`src/rtl/hwpe_stream_package.sv`:
```
// Shared types for the HWPE streaming blocks.
// The skid-buffer state encoding doubles as the beat count it holds.
package hwpe_stream_package;

    typedef enum logic [1:0] {
        StEmpty = 2'd0,
        StOne   = 2'd1,
        StTwo   = 2'd2
    } skid_state_t;

endpackage

```
`src/rtl/hwpe_stream_intf_stream.sv`:
```
// Valid/ready stream bundle carrying a data word and its byte strobes.
interface hwpe_stream_intf_stream #(
    parameter int unsigned DATA_WIDTH = 32,
    parameter int unsigned STRB_WIDTH = DATA_WIDTH / 8
);

    logic                  valid;
    logic                  ready;
    logic [DATA_WIDTH-1:0] data;
    logic [STRB_WIDTH-1:0] strb;

    modport sink (
        input  valid,
        input  data,
        input  strb,
        output ready
    );

    modport source (
        output valid,
        output data,
        output strb,
        input  ready
    );

endinterface

```
`src/rtl/hwpe_stream_skid_buffer.sv`:
```
// Two-slot skid buffer: registered valid/ready/payload on both sides, so no
// combinational path crosses from pop ready back to push ready.
module hwpe_stream_skid_buffer
    import hwpe_stream_package::*;
#(
    parameter int unsigned DATA_WIDTH = 32,
    parameter int unsigned STRB_WIDTH = DATA_WIDTH / 8
) (
    input  logic                          clk_i,
    input  logic                          rst_i,
    input  logic                          clear_i,
    hwpe_stream_intf_stream.sink          push_i,
    hwpe_stream_intf_stream.source        pop_o,
    output logic [1:0]                    occupancy_o
);

    skid_state_t           state_q;
    logic [DATA_WIDTH-1:0] main_data_q;
    logic [STRB_WIDTH-1:0] main_strb_q;
    logic [DATA_WIDTH-1:0] skid_data_q;
    logic [STRB_WIDTH-1:0] skid_strb_q;
    logic                  push_ready_q;
    logic                  pop_valid_q;

    logic push_hs;
    logic pop_hs;

    assign push_hs = push_i.valid & push_ready_q;
    assign pop_hs  = pop_valid_q & pop_o.ready;

    // Ready/valid are tracked as their own flops rather than decoded from
    // state_q so that both stream sides see plain register outputs.
    always_ff @(posedge clk_i) begin
        if (rst_i) begin
            state_q      <= StEmpty;
            main_data_q  <= '0;
            main_strb_q  <= '0;
            skid_data_q  <= '0;
            skid_strb_q  <= '0;
            push_ready_q <= 1'b1;
            pop_valid_q  <= 1'b0;
        end else if (clear_i) begin
            state_q      <= StEmpty;
            push_ready_q <= 1'b1;
            pop_valid_q  <= 1'b0;
        end else begin
            unique case (state_q)
                StEmpty: begin
                    if (push_hs) begin
                        main_data_q <= push_i.data;
                        main_strb_q <= push_i.strb;
                        pop_valid_q <= 1'b1;
                        state_q     <= StOne;
                    end
                end
                StOne: begin
                    if (push_hs && pop_hs) begin
                        main_data_q <= push_i.data;
                        main_strb_q <= push_i.strb;
                    end else if (push_hs) begin
                        skid_data_q  <= push_i.data;
                        skid_strb_q  <= push_i.strb;
                        push_ready_q <= 1'b0;
                        state_q      <= StTwo;
                    end else if (pop_hs) begin
                        pop_valid_q <= 1'b0;
                        state_q     <= StEmpty;
                    end
                end
                StTwo: begin
                    if (pop_hs) begin
                        main_data_q  <= skid_data_q;
                        main_strb_q  <= skid_strb_q;
                        push_ready_q <= 1'b1;
                        state_q      <= StOne;
                    end
                end
                default: begin
                    push_ready_q <= 1'b1;
                    pop_valid_q  <= 1'b0;
                    state_q      <= StEmpty;
                end
            endcase
        end
    end

    assign push_i.ready = push_ready_q;
    assign pop_o.valid  = pop_valid_q;
    assign pop_o.data   = main_data_q;
    assign pop_o.strb   = main_strb_q;
    assign occupancy_o  = state_q;

endmodule

```
`src/flat_wrapper.sv`:
```
// flat-port wrapper written by rule: the top's interface ports become plain ports
module hwpe_stream_skid_buffer_flat import hwpe_stream_package::*;
#(
    parameter int unsigned DATA_WIDTH = 32,
    parameter int unsigned STRB_WIDTH = DATA_WIDTH / 8
)
  (clk_i, rst_i, clear_i, occupancy_o, push_i_valid, push_i_data, push_i_strb, push_i_ready, pop_o_valid, pop_o_data, pop_o_strb, pop_o_ready);
  hwpe_stream_intf_stream #(.DATA_WIDTH(DATA_WIDTH), .STRB_WIDTH(STRB_WIDTH)) push_i_i ();
  hwpe_stream_intf_stream #(.DATA_WIDTH(DATA_WIDTH), .STRB_WIDTH(STRB_WIDTH)) pop_o_i ();
  input  logic clk_i;
  input  logic rst_i;
  input  logic clear_i;
  output logic [1:0] occupancy_o;
  input wire logic [$bits(push_i_i.valid)-1:0] push_i_valid;
  input wire logic [$bits(push_i_i.data)-1:0] push_i_data;
  input wire logic [$bits(push_i_i.strb)-1:0] push_i_strb;
  output wire logic [$bits(push_i_i.ready)-1:0] push_i_ready;
  output wire logic [$bits(pop_o_i.valid)-1:0] pop_o_valid;
  output wire logic [$bits(pop_o_i.data)-1:0] pop_o_data;
  output wire logic [$bits(pop_o_i.strb)-1:0] pop_o_strb;
  input wire logic [$bits(pop_o_i.ready)-1:0] pop_o_ready;
  assign push_i_i.valid = push_i_valid;
  assign push_i_i.data = push_i_data;
  assign push_i_i.strb = push_i_strb;
  assign push_i_ready = push_i_i.ready;
  assign pop_o_valid = pop_o_i.valid;
  assign pop_o_data = pop_o_i.data;
  assign pop_o_strb = pop_o_i.strb;
  assign pop_o_i.ready = pop_o_ready;
  hwpe_stream_skid_buffer #(.DATA_WIDTH(DATA_WIDTH), .STRB_WIDTH(STRB_WIDTH)) u_core (.clk_i(clk_i), .rst_i(rst_i), .clear_i(clear_i), .push_i(push_i_i), .pop_o(pop_o_i), .occupancy_o(occupancy_o));
endmodule
```
`config.mk`:
```
export PLATFORM = sky130hd
export DESIGN_NAME = hwpe_stream_skid_buffer_flat
export DESIGN_NICKNAME = d
export VERILOG_FILES = /design/src/rtl/hwpe_stream_package.sv /design/src/rtl/hwpe_stream_intf_stream.sv /design/src/rtl/hwpe_stream_skid_buffer.sv /design/src/flat_wrapper.sv
export SDC_FILE = /design/constraint.sdc
export NUM_CORES = 1
export LEC_CHECK = 0
export ABC_CLOCK_PERIOD_IN_PS = 1700
export BUFFER_PORTS_ARGS = -buffer_cell sky130_fd_sc_hd__buf_2
export CAP_MARGIN = 20
export CORE_UTILIZATION = 53
export DETAILED_ROUTE_END_ITERATION = 8
export GPL_ROUTABILITY_DRIVEN = 0
export GPL_TIMING_DRIVEN = 0
export PLACE_DENSITY = 0.77
export SLEW_MARGIN = 0
export SYNTH_ARGS = -nofsm -noshare
export SYNTH_HDL_FRONTEND = slang
export SYNTH_SLANG_ARGS = --single-unit
```
`constraint.sdc`:
```
create_clock -name clk_i -period 1.7 [get_ports clk_i]
set_input_delay 0.34 -clock clk_i [delete_from_list [all_inputs] [get_ports clk_i]]
set_output_delay 0.34 -clock clk_i [all_outputs]
set_load 0.005 [all_outputs]
```
[Word-level counts from Yosys, hierarchy flattened]
Cells that the tools add are included.
Storage, ports and cells
  bits in registers: 76
  word-level logic and storage cells: 55
Operators by class
  equal/unequal tests: 10
  multiplexer cells: 23
  bitwise logic cells: 6
  reduce and logical (&&, ||, !) cells: 9
Operators with widths (count)
  $mux 32: 3
  $pmux 32 s3: 1
  $mux 4: 3
  $pmux 4 s3: 1
  $reduce_and 4->1: 3
  $mux 2: 5
  $ne 2x1->1 const B: 5
  $reduce_and 5->1: 2
  $mux 1: 7
  $pmux 1 s3: 2
  $pmux 2 s3: 1
  $ne 2x2->1 const B: 2
  $not 1->1: 4
  $ne 3x1->1 const B: 1
  $reduce_bool 3->1: 1
  $and 1x1->1: 2
  $eq 2x1->1 const B: 1
  $eq 2x2->1 const B: 1
  $logic_not 2->1: 1
  $reduce_or 2->1: 1
  $logic_and 1x1->1: 1

[Logic depth before layout (Yosys ltp)]
  depth in word-level cells: 5
  mapped depth: 7
  depth with buffers taken out: 4

[Least setup slack after synthesis]
OpenSTA, ideal clock, no wires.
  path kind: flip-flop to flip-flop
  from: register u_core.state_q[1], in the netlist u_core.occupancy_o[1]
  to: register u_core.main_data_q[25], in the netlist u_core.pop_o.data[25]
  arrival: 1.468 ns
  required time: 1.620 ns
  setup slack: 0.152 ns
  stages on the path, launching flop included: 7
  period minus slack after synthesis: 1.548 ns
  path through: dfxtp_1 -> buf_2 -> nand3b_4 -> a211oi_4 -> buf_6 -> a21oi_2 -> a211oi_2
Between the ends
  word-level cells in the longest chain between the ends: 3
  elaborated cells between the ends (all ways): 9
RTL lines
  start: declaration: line hwpe_stream_skid_buffer.sv:17  | skid_state_t state_q;
  start signal: assignment: line hwpe_stream_skid_buffer.sv:35  | state_q <= StEmpty;
  start signal: assignment: line hwpe_stream_skid_buffer.sv:43  | state_q <= StEmpty;
  start signal: assignment: line hwpe_stream_skid_buffer.sv:53  | state_q <= StOne;
  $eq 2x2->1 (tied with other cells): line hwpe_stream_skid_buffer.sv:47  | unique case (state_q)
  $ne 2x1->1 (no line) / $reduce_bool 3->1 (equally long branches)
  $reduce_and 5->1 (no line)
  end signal: assignment: line hwpe_stream_skid_buffer.sv:50  | main_data_q <= push_i.data;
  end signal: assignment: line hwpe_stream_skid_buffer.sv:58  | main_data_q <= push_i.data;
  end signal: assignment: line hwpe_stream_skid_buffer.sv:72  | main_data_q <= skid_data_q;
  end: declaration: line hwpe_stream_skid_buffer.sv:18  | logic [DATA_WIDTH-1:0] main_data_q;
Several ways; a longest one is shown, not always the timed one.
A chain may end at the register's enable or synchronous reset.

[Worst setup path after layout]
  from: register u_core.state_q[1], in the netlist u_core.occupancy_o[1]
  to: register u_core.skid_data_q[15]
Between the ends
  word-level cells in the longest chain between the ends: 2
RTL lines
  $eq 2x1->1: line hwpe_stream_skid_buffer.sv:47
  $reduce_and 4->1 (no line)
  end signal: assignment: line hwpe_stream_skid_buffer.sv:61  | skid_data_q <= push_i.data;
  end: declaration: line hwpe_stream_skid_buffer.sv:20  | logic [DATA_WIDTH-1:0] skid_data_q;
Every way passes these cells.

==> summary.md <==
| Metric | Value |
|---|---|
| Number of DRC markers in iteration 0 | 177 |
| Sequential element share of the synthesized area | 47.3% |
| H-tree level count | 3 |
| Commonest non-fill, non-tap cell in the layout | buf_2 |
| Antenna-violating nets left | 0 |
| Fin area | between 4000 and 5000 um^2 |
| Initial antenna violation count | 0 |
| IO buf count | a little under 80 |
| #FFs+latches synth | 76 |
| Aggregate routed wire length | 7870 um |
| Hold EP | u_core.skid_data_q[20]$_SDFFE_PP0P_ |
| Syn Nets | 397 |
| Dpl cell area | 3700 um^2 |
| Total track usage | 25.7% |
| WHS Path Cells | 3 |
| First-pass GRT wire length | between 10000 and 15000 um |
| Fin util | just under 70% |
| DIE AREA | approximately 6400 um^2 |
| CTS Buf Count | 9 |
| Clk Latency, worst-skew pair | 0.35 ns |
| Via count | 2978 |
| RR Startpoint | u_core.occupancy_o[1]$_SDFFE_PP0P_ |
| Flop2flop setup slack | 0.09 ns |
| Initial Util | 54.6% |
| Crit path max fanout | 10 |
| Share of cells above drive strength 1 | 37.2% |
| Die Span Y | 79.9 um |
| Max-slew violation count | 0 |
| Row cnt | 28 |
| Critical path capture point type | flip-flop |
| Worst slew pin tran | 0.722 ns |
| Remaining DRCs | 0 |
| Final hold vios | 0 |
| Skew final | 0.00870 ns |
| Commonest non-fill, non-tap cells in the layout | 83 x buf_2, 76 x nand2_1, 75 x dfxtp_1 |
| Minimum clock period | 1.61 ns |
| Crit Path Class | reg2reg |
| Num Clock Sinks | 76 |
| Yosys cell types | 28 |
| Net count, final | 490 |
| Outcome | finished, final reports clean |
| Mean Syn Cell Area | 9.03 um^2 |
| Area growth syn-to-layout | 25.7% |
| Hold path start | push_i_data[20] |
| Synth Instances | 356 |
| Max-slew headroom | 51.9% |
| Vias in the first global route | 2744 |
| WP data required | approximately 2.0 ns |
| Fmax | 622 MHz |
| Antenna diodes | 0 |
| TritonCTS clock tree | built |
| Synth warnings | 0 |
| Reg clk slew, reported paths | 0.09 ns |
| Root buf cell | clkbuf_8 |
| Congestion Overflow GR | 0 |
| Max clock buf depth | 2 |
| WL/cell | between 10 and 15 um |
| IO Pins | 81 |
| Tot Pwr | 4060 uW |
| Leakage | approximately 0.0016 uW |
| # hold bufs at CTS | 0 |
| Max cap viols | 0 |
| FF-to-FF path depth | 7 |
| WP data arrival | 1.87 ns |
| Area of the core | 5890 um^2 |
| RSZ-0062 raised after global routing | yes |
| Final HPWL DP | approximately 5300 um |
| Largest net degree at the start of global routing | 14 |
| Pwr dens | 1000 nW/um^2 |
| Die W | about 80 um |
| Vias/cell | 5.63 |
| Post-route insts no fill | between 500 and 600 |
| DRT Pass-1 Iters | 4 |
| Peak supply drop | 0.644 mV |
| FF-to-FF End | u_core.skid_data_q[15]$_SDFFE_PP0P_ |
| Post-Syn Area | 3220 um^2 |
| Final worst-path cycle share | 94.6% |
| Final setup violation count | 0 |
| Class of the worst hold path | in2reg |
| DP Cell Count | just over 500 |
| Setup TNS | 0 ns |
| CP startpoint kind | flip-flop |
-- worst max path at each step --
stage / start / endpoint / slack (ns)
3_3_place_gp: pop_o_ready / u_core.pop_o.data[23]$_SDFFE_PP0P_ / -0.22
6_report: u_core.occupancy_o[1]$_SDFFE_PP0P_ / u_core.skid_data_q[15]$_SDFFE_PP0P_ / 0.09
4_1_cts: u_core.occupancy_o[0]$_SDFFE_PP0P_ / u_core.skid_data_q[15]$_SDFFE_PP0P_ / 0.003
5_1_grt: u_core.occupancy_o[1]$_SDFFE_PP0P_ / u_core.skid_data_q[6]$_SDFFE_PP0P_ / 0.003
3_5_place_dp: pop_o_ready / u_core.pop_o.data[24]$_SDFFE_PP0P_ / -0.24
2_1_floorplan: u_core.occupancy_o[1]$_SDFFE_PP0P_ / u_core.pop_o.data[25]$_SDFFE_PP0P_ / 0.15
-- power by group --
group / total, uW / switching [uW] / internal (uW)
registers: 1910 / 47.2 / 1860
clock network: 1650 / 675 / 978
logic: 495 / 265 / 230
-- logic make-up (layout without fill, tap and decap cells) --
kind of cell | Yosys count | after routing | share of synthesized area, %
simple gates | 93 | 93 | 12.3
buf+inv | 33 | 131 | 5.49
compound gates | 153 | 153 | 34.6
flops | 76 | 76 | 47.3
mux | 1 | 1 | 0.350
-- area by class of cell --
class / count / area, um^2
fill: 484 / 1840
clock inverter: 6 / 113
sequential: 76 / 1520
tap: 75 / 93.8
clock buffer: 10 / 128
multi-input combinational: 247 / 1540
buffer: 33 / 216
timing repair buffer: 82 / 430
-- routing by layer --
layer	share of wire [%]	GRT usage, %	wire, um	vias up
li1	-	-	-	1477
met1	46	34.0	3630	1416
met2	48	40.9	3770	73
met3	4.6	6.06	358	12
met4	1.4	9.11	111	0
met5	0	0	0	-
-- repair_timing --
item                                    CTS  global route
setup buffers                             3             0
cloned                                    0             0
gates resized for setup                  14            23
endpoints found under the setup margin   64            60
pin swaps                                 2             0
-- stage by stage --
step,setup slack (ns),hold slack [ns]
2_1_floorplan,0.152,0.419
3_3_place_gp,-0.216,0.441
3_5_place_dp,-0.240,0.447
4_1_cts,0.00276,0.223
5_1_grt,0.00260,0.221
6_report,0.0925,0.232
-- cell usage after synthesis, drive strengths merged --
master	number	share of area, %
o21bai	1	0.23
nor2b	2	0.39
and2b	1	0.23
dfxtp	76	47
nand3	3	0.47
nand4	1	0.19
o21ai	1	0.16
a21oi	74	12
buf	14	3.3
nor4	1	0.19
o21a	2	0.47
and4	1	0.27
and2	1	0.19
a211oi	37	14
a21boi	1	0.23
clkbuf	19	2.2
nand3b	2	0.86
o22ai	36	7.0
a31oi	1	0.19
nor2	3	0.35
mux2	1	0.35
nand2	78	9.1
-- sequential cells by signal, summed over array words and instances, names as in the netlist --
register / count
u_core.pop_o.valid: 1
u_core.skid_strb_q: 4
u_core.pop_o.data: 32
u_core.skid_data_q: 32
u_core.pop_o.strb: 4
u_core.push_i.ready: 1
u_core.occupancy_o: 2
-- worst max-delay path, cell delays in order, from the launching register on --
cell,delay (ns)
dfxtp_1,0.31
clkbuf_4,0.17
and2b_2,0.25
and4_1,0.18
clkbuf_4,0.20
buf_4,0.19
nand2_1,0.07
a21oi_1,0.15
No activity file was read; power rests on OpenSTA's default activity.
